--- config.mk ---
export PLATFORM = sky130hd
export DESIGN_NAME = jtag_led_frame_arbiter_flat
export DESIGN_NICKNAME = d
export VERILOG_FILES = /design/src/rtl/jtag_led_frame_arbiter_if.sv /design/src/rtl/jtag_led_frame_arbiter.sv /design/src/flat_wrapper.sv
export SDC_FILE = /design/constraint.sdc
export NUM_CORES = 1
export LEC_CHECK = 0
export ABC_AREA = 0
export BUFFER_PORTS_ARGS = -buffer_cell sky130_fd_sc_hd__buf_2
export CAP_MARGIN = 25
export CORE_ASPECT_RATIO = 1.75
export CORE_MARGIN = 3
export CORE_UTILIZATION = 35
export CTS_BUF_LIST = sky130_fd_sc_hd__clkbuf_4 sky130_fd_sc_hd__clkbuf_8
export DETAILED_ROUTE_END_ITERATION = 8
export HOLD_SLACK_MARGIN = 0.05
export SYNTH_ARGS = -nofsm -noshare
export SYNTH_HDL_FRONTEND = slang
export SYNTH_SLANG_ARGS = --single-unit
--- constraint.sdc ---
create_clock -name JTCK -period 2.5 [get_ports JTCK]
set_input_delay 0.5 -clock JTCK [delete_from_list [all_inputs] [get_ports JTCK]]
set_output_delay 0.5 -clock JTCK [all_outputs]
set_load 0.05 [all_outputs]
--- src/rtl/jtag_led_frame_arbiter_if.sv ---
// Row-write handshake bundle between the two JTAG user chains and the
// frame-buffer arbiter. Chain side is the master, arbiter side the slave.
interface jtag_led_frame_arbiter_if #(
  parameter int ROW_W   = 2,
  parameter int COLOR_W = 30
);
  logic               req1_valid;
  logic [ROW_W-1:0]   req1_row;
  logic [COLOR_W-1:0] req1_data;
  logic               req1_ack;
  logic               req2_valid;
  logic [ROW_W-1:0]   req2_row;
  logic [COLOR_W-1:0] req2_data;
  logic               req2_ack;

  modport master (
    output req1_valid, req1_row, req1_data,
    input  req1_ack,
    output req2_valid, req2_row, req2_data,
    input  req2_ack
  );

  modport slave (
    input  req1_valid, req1_row, req1_data,
    output req1_ack,
    input  req2_valid, req2_row, req2_data,
    output req2_ack
  );
endinterface

--- src/rtl/jtag_led_frame_arbiter.sv ---
// Round-robin arbiter sharing a NUM_ROWS RGB frame buffer between JTAG chains
// 1 and 2, plus a row scanner driving the LED matrix with inter-row blanking.
module jtag_led_frame_arbiter #(
  parameter int NUM_ROWS = 4,
  parameter int ROW_W    = 2,
  parameter int COLOR_W  = 30,
  parameter int SCAN_DIV = 1024,
  parameter int BLANK    = 16
) (
  input  logic                 JTCK,
  input  logic                 JRSTN,
  jtag_led_frame_arbiter_if.slave req,
  input  logic                 scan_en,
  output logic [COLOR_W-1:0]   LEDS,
  output logic [NUM_ROWS-1:0]  rgbRow,
  output logic [ROW_W-1:0]     cur_row
);

  localparam int DIV_W = $clog2(SCAN_DIV);
  localparam logic [DIV_W-1:0] DIV_LAST  = DIV_W'(SCAN_DIV - 1);
  localparam logic [DIV_W-1:0] BLANK_END = DIV_W'(BLANK);
  localparam logic [ROW_W-1:0] ROW_LAST  = ROW_W'(NUM_ROWS - 1);

  localparam logic PTR_CHAIN1 = 1'b0;
  localparam logic PTR_CHAIN2 = 1'b1;

  logic [COLOR_W-1:0] frame [NUM_ROWS];
  logic               ptr;
  logic               elig1, elig2, grant1, grant2;
  logic [DIV_W-1:0]   div_cnt, div_next;
  logic [ROW_W-1:0]   row_next;

  // A requester whose ack is currently high is skipped, so a held valid
  // cannot be granted twice for the same word.
  always_comb begin
    elig1  = req.req1_valid & ~req.req1_ack;
    elig2  = req.req2_valid & ~req.req2_ack;
    grant1 = elig1 & (~elig2 | (ptr == PTR_CHAIN1));
    grant2 = elig2 & ~grant1;
  end

  always_comb begin
    // NOTE: every output of a combinational block gets a default first so no
    // path through the branches leaves it unassigned and infers a latch.
    div_next = '0;
    row_next = '0;
    if (scan_en) begin
      if (div_cnt == DIV_LAST) begin
        div_next = '0;
        row_next = (cur_row == ROW_LAST) ? '0 : cur_row + ROW_W'(1);
      end else begin
        div_next = div_cnt + DIV_W'(1);
        row_next = cur_row;
      end
    end
  end

  // NOTE: state registers use non-blocking assignments so every block sees
  // pre-edge values; the scanner relies on this to read the old frame word.
  always_ff @(posedge JTCK or negedge JRSTN) begin
    if (!JRSTN) begin
      ptr          <= PTR_CHAIN1;
      req.req1_ack <= 1'b0;
      req.req2_ack <= 1'b0;
      // NOTE: the frame is reset explicitly because a blank matrix after
      // reset is visible behaviour; this keeps it in flops, not RAM.
      for (int i = 0; i < NUM_ROWS; i++) frame[i] <= '0;
    end else begin
      req.req1_ack <= grant1;
      req.req2_ack <= grant2;
      if (grant1) begin
        frame[req.req1_row] <= req.req1_data;
        ptr                 <= PTR_CHAIN2;
      end else if (grant2) begin
        frame[req.req2_row] <= req.req2_data;
        ptr                 <= PTR_CHAIN1;
      end
    end
  end

  // Outputs follow the next scan position so rgbRow and cur_row always agree.
  always_ff @(posedge JTCK or negedge JRSTN) begin
    if (!JRSTN) begin
      div_cnt <= '0;
      cur_row <= '0;
      rgbRow  <= '0;
      LEDS    <= '0;
    end else begin
      div_cnt <= div_next;
      cur_row <= row_next;
      rgbRow  <= scan_en ? (NUM_ROWS'(1) << row_next) : '0;
      LEDS    <= (scan_en && (div_next >= BLANK_END)) ? frame[row_next] : '0;
    end
  end

endmodule

--- src/flat_wrapper.sv ---
// flat-port wrapper written by rule: the top's interface ports become plain ports
module jtag_led_frame_arbiter_flat 
#(
  parameter int NUM_ROWS = 4,
  parameter int ROW_W    = 2,
  parameter int COLOR_W  = 30,
  parameter int SCAN_DIV = 1024,
  parameter int BLANK    = 16
)
  (JTCK, JRSTN, scan_en, LEDS, rgbRow, cur_row, req_req1_valid, req_req1_row, req_req1_data, req_req1_ack, req_req2_valid, req_req2_row, req_req2_data, req_req2_ack);
  jtag_led_frame_arbiter_if #(.ROW_W(ROW_W), .COLOR_W(COLOR_W)) req_i ();
  input  logic JTCK;
  input  logic JRSTN;
  input  logic scan_en;
  output logic [COLOR_W-1:0] LEDS;
  output logic [NUM_ROWS-1:0] rgbRow;
  output logic [ROW_W-1:0] cur_row;
  input wire logic [$bits(req_i.req1_valid)-1:0] req_req1_valid;
  input wire logic [$bits(req_i.req1_row)-1:0] req_req1_row;
  input wire logic [$bits(req_i.req1_data)-1:0] req_req1_data;
  output wire logic [$bits(req_i.req1_ack)-1:0] req_req1_ack;
  input wire logic [$bits(req_i.req2_valid)-1:0] req_req2_valid;
  input wire logic [$bits(req_i.req2_row)-1:0] req_req2_row;
  input wire logic [$bits(req_i.req2_data)-1:0] req_req2_data;
  output wire logic [$bits(req_i.req2_ack)-1:0] req_req2_ack;
  assign req_i.req1_valid = req_req1_valid;
  assign req_i.req1_row = req_req1_row;
  assign req_i.req1_data = req_req1_data;
  assign req_req1_ack = req_i.req1_ack;
  assign req_i.req2_valid = req_req2_valid;
  assign req_i.req2_row = req_req2_row;
  assign req_i.req2_data = req_req2_data;
  assign req_req2_ack = req_i.req2_ack;
  jtag_led_frame_arbiter #(.NUM_ROWS(NUM_ROWS), .ROW_W(ROW_W), .COLOR_W(COLOR_W), .SCAN_DIV(SCAN_DIV), .BLANK(BLANK)) u_core (.JTCK(JTCK), .JRSTN(JRSTN), .req(req_i), .scan_en(scan_en), .LEDS(LEDS), .rgbRow(rgbRow), .cur_row(cur_row));
endmodule
==> results of run 1 <==
[synthesized netlist by cell type, types with 2 or more instances]
| library cell | instances | area (µm²) |
|---|---|---|
| a21o_1 | 2 | 15.0 |
| a21oi_1 | 31 | 155 |
| a221oi_1 | 21 | 184 |
| a221oi_2 | 9 | 135 |
| a22oi_1 | 120 | 901 |
| a311oi_1 | 2 | 17.5 |
| and2_1 | 5 | 31.3 |
| and3_1 | 4 | 25.0 |
| and3b_1 | 3 | 26.3 |
| buf_1 | 3 | 11.3 |
| buf_2 | 9 | 45.0 |
| buf_4 | 2 | 15.0 |
| buf_6 | 6 | 67.6 |
| clkbuf_1 | 41 | 154 |
| dfrtp_1 | 169 | 4230 |
| ha_1 | 2 | 25.0 |
| inv_1 | 2 | 7.51 |
| mux2i_1 | 30 | 300 |
| nand2_1 | 277 | 1040 |
| nand2b_1 | 2 | 12.5 |
| nand3_1 | 2 | 10.0 |
| nor2_1 | 15 | 56.3 |
| nor3b_1 | 2 | 15.0 |
| nor4b_1 | 2 | 17.5 |
| o21a_1 | 2 | 15.0 |
| xor2_1 | 6 | 52.6 |
[power by group through the flow]
stage                     clock, W  combinational, W  sequential, W
after floorplan                  0          0.000882        0.00375
after global placement           0           0.00133        0.00382
after detailed placement         0           0.00135        0.00384
after CTS                  0.00193           0.00137        0.00378
after global routing       0.00204           0.00156        0.00386
final                      0.00188           0.00136        0.00379
[logic make-up after synthesis]
group	synth area share
buffers and inverters	0.0397
flip-flops	0.548
AO/OA/AOI/OAI	0.189
XOR/XNOR	0.00795
adder cells (fa/ha/maj)	0.00324
AND/OR/NAND/NOR	0.171
multiplexers	0.0407
[critical path, cell delays in order (launching register included)]
cell and delay (ps):
dfrtp_1 420, ha_1 210, and3_2 260, and2b_1 210
and3_1 220, a21boi_1 230, a2111oi_4 120, buf_12 180
buf_12 160, a221oi_1 250
[what timing repair did]
| action | in CTS | in global routing |
|---|---|---|
| resized for setup | 0 | 4 |
| hold buffers | 1 | 0 |
| endpoints found under the setup margin | 0 | 12 |
| hold endpoints to repair | 47 | 0 |
[sequential cells by signal, indices dropped and copies added, names as in the netlist]
register / cells
u_core.frame: 120
u_core.LEDS: 30
u_core.div_cnt: 10
u_core.rgbRow: 4
u_core.cur_row: 2
u_core.ptr: 1
u_core.req.req1_ack: 1
u_core.req.req2_ack: 1
[per-stage QoR]
| stage | hold WS, ps | util | setup TNS [ps] |
|---|---|---|---|
| 2_1_floorplan | 204 | - | 0 |
| 3_3_place_gp | 458 | 0.411 | 0 |
| 3_5_place_dp | 462 | 0.412 | 0 |
| 4_1_cts | 266 | 0.430 | 0 |
| 5_1_grt | 289 | 0.432 | -19.8 |
| 6_report | 291 | 0.432 | 0 |
[worst max-delay path by stage]
stage | from | to | slack (ps)
after floorplan | u_core.div_cnt[0] | u_core.LEDS[10] | 340
after global placement | req_req1_valid | u_core.frame[115] | 180
after detailed placement | u_core.div_cnt[1] | u_core.LEDS[18] | 130
after CTS | u_core.div_cnt[1] | u_core.LEDS[9] | 90
after global routing | u_core.div_cnt[1] | u_core.LEDS[12] | -7
final | u_core.div_cnt[1] | u_core.LEDS[17] | 100
[per-layer routing]
metal | routed length, µm | vias up | part of all wire
met3 | 982 | 46 | 0.041
li1 | - | 2988 | -
met1 | 9920 | 3293 | 0.42
met2 | 12300 | 192 | 0.51
met4 | 700 | 2 | 0.029
met5 | 13 | - | 0.00054
[final cells by class]
cell class                      count  share of cell area
Sequential cell                   169               0.454
Multi-Input combinational cell    553               0.351
Timing Repair Buffer              154               0.114
Tap cell                          292              0.0392
Clock buffer                       19              0.0274
Clock inverter                     13              0.0129
Inverter                            3             0.00175
Antenna cell                        1            0.000269
==> impl_metrics.ini, run 1 <==
[outcome]
status = finished, final reports clean

[pwr]
power.internal_w = 0.00479
swShare = 0.318
pwr-share-comb = 0.193
p_leak_nw = 4.56
seqPwrFrac = 0.539
vdd_drop_max_v = 0.000403
power_frac_clock = 0.268
p_sw_w = 0.00223
design_power_total_w = 0.00702
pwr_density_cell_nw_per_um2 = 754

[sta]
period_share = 0.958
slew_headroom = 0.499
finalHoldViolations = 0
clock.fmax_mhz = 417
setup_violations = 0
tightest_slew_ps = 750
report.final.slew_viol_count = 0
worst_slack_ps = 105
worst_clock_skew_ps = 12.0
period_needed_ps = 2400

[global_routing]
grt_max_degree = 52
grt_pass1_wl_um = 37300
use_met3 = 0.0381
grt-busiest-layer = met2
gr-usage-met2 = 0.338
grt_pass1_vias = 6625
antenna_found_initial = 2
grt_usage = 0.200
grt-ovfl-total = 0
grt.met1_usage = 0.247

[placement]
gp_congestion = 0.819
place_hpwl_um = 15700
placed_area_um2 = 8890
port_buffers = 106
dp_cells = 1169
dp_slack_ps = 127

[yosys]
yosys_warnings = 0
synth_edf_count = 0
syn-instance-count = 786
syn_avg_cell_area_um2 = 9.82
synth_cell_types = 43
synth_nets = 857
ys.flop_type = dfrtp_1
synthArstFlopShare = 1.00
ys_ff_latch = 169
syn-cell-area_um2 = 7720
ys_seq_area_frac = 0.548

[run]
drv_cap = 0

[setup_path]
rr_worst_depth = 9
crit_type = reg2reg
r2r-end = u_core.LEDS[17]
cp.required_ps = 2850
cp.arrival_ps = 2740
start_kind = flop
r2r-start = u_core.div_cnt[1]
critPathMaxFanout = 18
r2r_slack_ps = 100
end_kind = flop

[die]
design.core.area_um2 = 21600
die_h_um = 202
die_area_um2 = 23900
rows = 71
start_util = 0.357
boundaryPins = 107
die_x_um = 118

[clock_tree]
cts_sinks = 169
max-clock-path-buffers = 2
worstSkewPairLatency_ps = 460
htreeDepth = 4
ctsRootBufferMaster = clkbuf_8
cts_setup_buffers = 0
clk_pin_slew_ps = 100
cts_tree = done
cts_buffers = 17

[layout]
final_cell_mix = nand2_1 (277), dfrtp_1 (169), a22oi_1 (120), buf_2 (105), buf_4 (33)
drive_gt1_frac = 0.233
layout_commonest_cell = nand2_1
stdcell_count = 1204
area.sequential_um2 = 4230
stdcell_area_um2 = 9320
multi_input_area_um2 = 3270
n_fill_cell = 2166
area_growth_pct = 20.8
fin_nets = 969

[worst_hold_path]
hold_end = u_core.frame[63]
holdCritStartpoint = req_req1_data[3]
hp-class = in2reg
hold_path_depth = 3

[routing]
viasPerCell = 5.42
route.detailed.drc = 0
first_iter_violations = 459
wl_per_cell_um = 19.8
antenna_left = 0
via_count = 6521
wl_um = 23900
firstDrtPassIters = 5
Note: power is estimated with default switching activity, not from simulation.
==> run 2, diff against run 1 <==
--- a/config.mk
+++ b/config.mk
@@ -10,7 +10,7 @@
 export CAP_MARGIN = 25
 export CORE_ASPECT_RATIO = 1.75
 export CORE_MARGIN = 3
-export CORE_UTILIZATION = 35
+export CORE_UTILIZATION = 31
 export CTS_BUF_LIST = sky130_fd_sc_hd__clkbuf_4 sky130_fd_sc_hd__clkbuf_8
 export DETAILED_ROUTE_END_ITERATION = 8
 export HOLD_SLACK_MARGIN = 0.05
==> run 2 against run 1 <==
Fmax rose by 2.5%. Power rose by 6.2%. First-iteration DRC count fell by 4.6%. Critical path depth did not move.
==> impl_metrics.ini, run 2 (synthesis results as in run 1) <==
[routing]
firstDrtPassIters = 5
route.detailed.drc = 0
first_iter_violations = 438
viasPerCell = 5.31
wl_um = 23300
via_count = 6417
wl_per_cell_um = 19.3
antenna_left = 0

[setup_path]
crit_start = u_core.div_cnt[1]
crit_type = reg2reg
crit_path_top_delay_cell = dfrtp_1
cp.arrival_ps = 2700
cp_top_family = simple AND/OR/NAND/NOR gates
critPathMaxFanout = 9
end_kind = flop
rr_worst_depth = 9
crit_cells = 9
start_kind = flop
crit_path_end = u_core.LEDS[3]
crit_path_max_incr_delay_ps = 420
path_cells = ha_1 -> and3_2 -> and2b_1 -> and3_1 -> a21boi_2 -> a2111oi_4 -> buf_4 -> buf_4 -> a221oi_1
cp_num_buf_inv = 2
r2r_slack_ps = 160
cp.required_ps = 2860
r2r-end = u_core.LEDS[3]
r2r-start = u_core.div_cnt[1]
critPathMostFrequentCell = buf_4

[clock_tree]
worstSkewPairLatency_ps = 470
cts_sinks = 169
cts_tree = done
htreeDepth = 4
cts_buffers = 17
clk_pin_slew_ps = 100
ctsRootBufferMaster = clkbuf_8
max-clock-path-buffers = 2

[die]
die_x_um = 125
die_area_um2 = 26900
die_h_um = 215
boundaryPins = 107
start_util = 0.319
design.core.area_um2 = 24200
rows = 75

[global_routing]
grt-ovfl-total = 0
grt_usage = 0.173
grt_pass1_wl_um = 37000
grt_pass1_vias = 6620
antenna_found_initial = 0
grt_max_degree = 52

[outcome]
status = finished, final reports clean

[placement]
dp_cells = 1173
placed_area_um2 = 8760
place_hpwl_um = 15100
gp_congestion = 0.770
port_buffers = 106

[sta]
finalHoldViolations = 0
tightest_slew_ps = 955
fin_tns_setup_ps = 0
clock.fmax_mhz = 428
period_needed_ps = 2340
fin_worst_hold_slack_ps = 291
period_share = 0.935
worst_clock_skew_ps = 20.1
setup_violations = 0
rsz0062_at_grt = yes
report.final.slew_viol_count = 0
slew_headroom = 0.362

[worst_hold_path]
holdCritStartpoint = req_req1_data[7]
hp-class = in2reg

[layout]
area_growth_pct = 20.6
n_fill_cell = 2481
final_cell_mix = nand2_1 (277), dfrtp_1 (169), a22oi_1 (120), buf_2 (105), a21oi_1 (31)
largest_registers = u_core.frame: 120 flops, u_core.LEDS: 30 flops, u_core.div_cnt: 10 flops
regMostFlops = u_core.frame
stdcell_area_um2 = 9300
layout_commonest_cell = nand2_1
drive_gt1_frac = 0.227
fin_nets = 958
stdcell_count = 1209
largest_register_ffs = 120

[pwr]
pwr_density_cell_nw_per_um2 = 802
design_power_total_w = 0.00746
power.internal_w = 0.00527
seqPwrFrac = 0.509
pwr-share-comb = 0.176
swShare = 0.294
vdd_drop_max_v = 0.000296
p_leak_nw = 4.54
p_sw_w = 0.00219
power_frac_clock = 0.315

[run]
drv_cap = 0
==> run 2: cell count changes in the layout (fill, tap and decap cells not counted), sizes merged <==
| cell | delta |
|---|---|
| buf | -11 |
| bufinv | +5 |
| clkbuf | +1 |
| clkinv | +1 |
| clkinvlp | -5 |
| diode | +1 |
| inv | -3 |
==> run 2: final cells by class <==
type / instances / area [µm²] / share of cell area
Sequential cell: 169 / 4230 / 0.455
Multi-Input combinational cell: 553 / 3280 / 0.352
Clock inverter: 11 / 219 / 0.0235
Inverter: 3 / 16.3 / 0.00175
Clock buffer: 20 / 263 / 0.0282
Tap cell: 308 / 385 / 0.0414
Timing Repair Buffer: 143 / 910 / 0.0978
Antenna cell: 2 / 5.00 / 0.000538
==> run 2: through the flow <==
stage | utilization | setup slack (ps)
2_1_floorplan | - | 340
3_3_place_gp | 0.362 | 111
3_5_place_dp | 0.362 | 101
4_1_cts | 0.382 | 62.6
5_1_grt | 0.384 | -16.1
6_report | 0.384 | 163
==> run 2: worst min path at each step <==
stage / endpoint / slack [ps] / depth (start not counted)
4_1_cts: u_core.frame[5] / 270 / 3
2_1_floorplan: u_core.LEDS[0] / 200 / 0
3_5_place_dp: u_core.frame[63] / 460 / 1
3_3_place_gp: u_core.frame[63] / 460 / 1
6_report: u_core.frame[67] / 290 / 3
5_1_grt: u_core.frame[68] / 290 / 3
==> run 2: power groups by stage <==
stage               logic, W  registers, W  clock network [W]
global route         0.00152       0.00389            0.00250
floorplan           0.000882       0.00375                  0
detailed placement   0.00132       0.00385                  0
CTS                  0.00133       0.00380            0.00239
finish               0.00131       0.00380            0.00235
global placement     0.00128       0.00384                  0
==> run 2: worst register-to-register path: stages (launching register included) <==
cell and delay, ps:
dfrtp_1 420, ha_1 210, and3_2 260, and2b_1 200, and3_1 230, a21boi_2 210, a2111oi_4 100, buf_4 180
buf_4 190, a221oi_1 240
==> run 2: layer usage <==
metal	GRT usage	up-vias	wire [µm]
met3	0.0281	37	1050
met2	0.304	176	12100
met5	0	-	0
met1	0.213	3232	9530
li1	-	2972	-
met4	0.0651	0	594
==> run 2: timing repair <==
item                                   CTS  global route
buffers inserted                         0             1
setup endpoints to repair                0            27
endpoints found under the hold margin   43             0
resized for setup                        0             3
hold buffers                             1             0
==> run 3, diff against run 2 <==
==> constraint.sdc (replaced) <==
create_clock -name JTCK -period 2 [get_ports JTCK]
set_input_delay 0.4 -clock JTCK [delete_from_list [all_inputs] [get_ports JTCK]]
set_output_delay 0.4 -clock JTCK [all_outputs]
set_load 0.05 [all_outputs]
==> run 3 against run 2 <==
The run now ends with setup timing left. Die area did not move. Clock power barely moved. First-iteration DRC count rose by 15%. Fmax rose by 6.8%. Design area rose by 2.8%. Via count rose by 2.1%. Sequential share of layout area fell by 1.2 points. Critical path depth did not move. Sequential power rose by 24%. Global-route usage rose by 0.89 points. Non-clock buffer count rose by 21. Combinational power rose by 34%.
==> impl_metrics.ini, run 3 (synthesis results as in run 1) <==
[global_routing]
grt-ovfl-total = 0
grt_pass1_wl_um = 38600
grt_max_degree = 49
grt-busiest-layer = met2
grt_pass1_vias = 6900
gr-usage-met2 = 0.316
grt_usage = 0.182
antenna_found_initial = 0
use_met3 = 0.0316
grt.met1_usage = 0.227

[routing]
firstDrtPassIters = 5
wl_um = 24600
via_count = 6553
wl_per_cell_um = 19.9
antenna_left = 0
first_iter_violations = 504
viasPerCell = 5.32
route.detailed.drc = 0

[worst_hold_path]
holdCritStartpoint = req_req1_data[3]
hp-class = in2reg
hold_end = u_core.frame[93]
hold_path_depth = 3

[layout]
largest_register_ffs = 120
final_cell_mix = nand2_1 (277), dfrtp_1 (169), a22oi_1 (120), buf_2 (105), buf_4 (38)
largest_registers = u_core.frame: 120 flops, u_core.LEDS: 30 flops, u_core.div_cnt: 10 flops
regMostFlops = u_core.frame
fin_util = 0.395
layout_commonest_cell = nand2_1
fin_nets = 981
area_growth_pct = 23.9
drive_gt1_frac = 0.260
n_fill_cell = 2442

[sta]
tightest_slew_ps = 592
setup_violations = 30
rsz0062_at_grt = yes
clock.fmax_mhz = 457
finalHoldViolations = 0
worst_slack_ps = -189
report.final.slew_viol_count = 0
period_needed_ps = 2190
slew_headroom = 0.605
worst_clock_skew_ps = 16.8
fin_tns_setup_ps = -3890
period_share = 1.09

[setup_path]
r2r_slack_ps = -190
path_cells = ha_2 -> and3_4 -> nand4_4 -> mux2i_2 -> nand2b_4 -> inv_6 -> buf_12 -> mux2i_1 -> a221oi_1
start_kind = flop
cp.required_ps = 2340
end_kind = flop
crit_path_top_delay_cell = dfrtp_1
r2r-end = u_core.LEDS[11]
rr_worst_depth = 9
critPathMaxFanout = 14
cp.arrival_ps = 2530
crit_type = reg2reg
crit_path_max_incr_delay_ps = 390
r2r-start = u_core.div_cnt[1]

[outcome]
status = complete, but fails checks
violations = setup timing

[pwr]
design_power_total_w = 0.00888
power.internal_w = 0.00603
pwr_density_cell_nw_per_um2 = 928
p_sw_w = 0.00285
p_leak_nw = 4.67
seqPwrFrac = 0.533
pwr-share-comb = 0.198
vdd_drop_max_v = 0.000398
power_frac_clock = 0.268
swShare = 0.321

[die]
design.core.area_um2 = 24200
boundaryPins = 107
rows = 75
die_h_um = 215
die_x_um = 125
start_util = 0.319
die_area_um2 = 26900

[placement]
port_buffers = 106
gp_congestion = 0.774
place_hpwl_um = 15200

[clock_tree]
max-clock-path-buffers = 2
cts_buffers = 17
cts_sinks = 169
worstSkewPairLatency_ps = 470
ctsRootBufferMaster = clkbuf_8
htreeDepth = 4
cts_tree = done
clk_pin_slew_ps = 100

[run]
drv_cap = 0
[run 3: area by class of cell]
type | instances | area, µm² | area share
inverters | 3 | 16.3 | 0.00170
multi-input cells | 555 | 3370 | 0.353
clock buffers | 20 | 263 | 0.0275
repair buffers | 164 | 1170 | 0.123
clock inverters | 12 | 119 | 0.0124
flip-flops and latches | 169 | 4230 | 0.442
diodes | 1 | 2.50 | 0.000262
well taps | 308 | 385 | 0.0403
[run 3: per-layer routing]
metal  vias up  routed length, µm
met1      3309               9950
met3        37               1160
met4         0                621
met5         -                  0
li1       3013                  -
met2       194              12800
[run 3: what timing repair did]
item,CTS,global route
resized for setup,8,10
gates cloned,2,2
setup endpoints to repair,92,62
hold endpoints to repair,43,0
hold buffers,1,0
buffers inserted,1,1
pin swaps,4,1
[run 3: power groups by stage]
stage	clock network [W]	logic, W	registers, W
after floorplan	0	0.00111	0.00470
after global placement	0	0.00167	0.00477
after detailed placement	0	0.00171	0.00479
after CTS	0.00243	0.00176	0.00472
after global routing	0.00256	0.00202	0.00484
final	0.00238	0.00176	0.00473
[run 3: how the worst max path moves through the flow]
| stage | cells past startpoint | startpoint | to | slack (ps) |
|---|---|---|---|---|
| finish | 9 | u_core.div_cnt[1] | u_core.LEDS[11] | -190 |
| detailed placement | 9 | u_core.div_cnt[1] | u_core.LEDS[16] | -180 |
| global placement | 9 | u_core.div_cnt[1] | u_core.LEDS[16] | -180 |
| global route | 10 | u_core.div_cnt[1] | u_core.LEDS[15] | -310 |
| CTS | 9 | u_core.div_cnt[1] | u_core.LEDS[11] | -190 |
| floorplan | 10 | u_core.div_cnt[0] | u_core.LEDS[14] | -60 |
[run 3: critical path, delay by kind of cell, from the launching register on]
kind | cells | cell delay, ps
compound gates | 1 | 300
fa+ha+maj | 1 | 190
buf+inv | 2 | 230
flops | 1 | 390
mux | 2 | 400
simple gates | 3 | 540
[run 3: metrics by stage]
step	cells	worst slack, ps	hold WS [ps]	area, µm²
after detailed placement	1192	-183	384	9010
after floorplan	786	-64.2	104	7760
after global placement	1192	-178	379	9010
after CTS	1228	-190	177	9470
after global routing	1231	-306	183	9560
final	1232	-189	186	9560
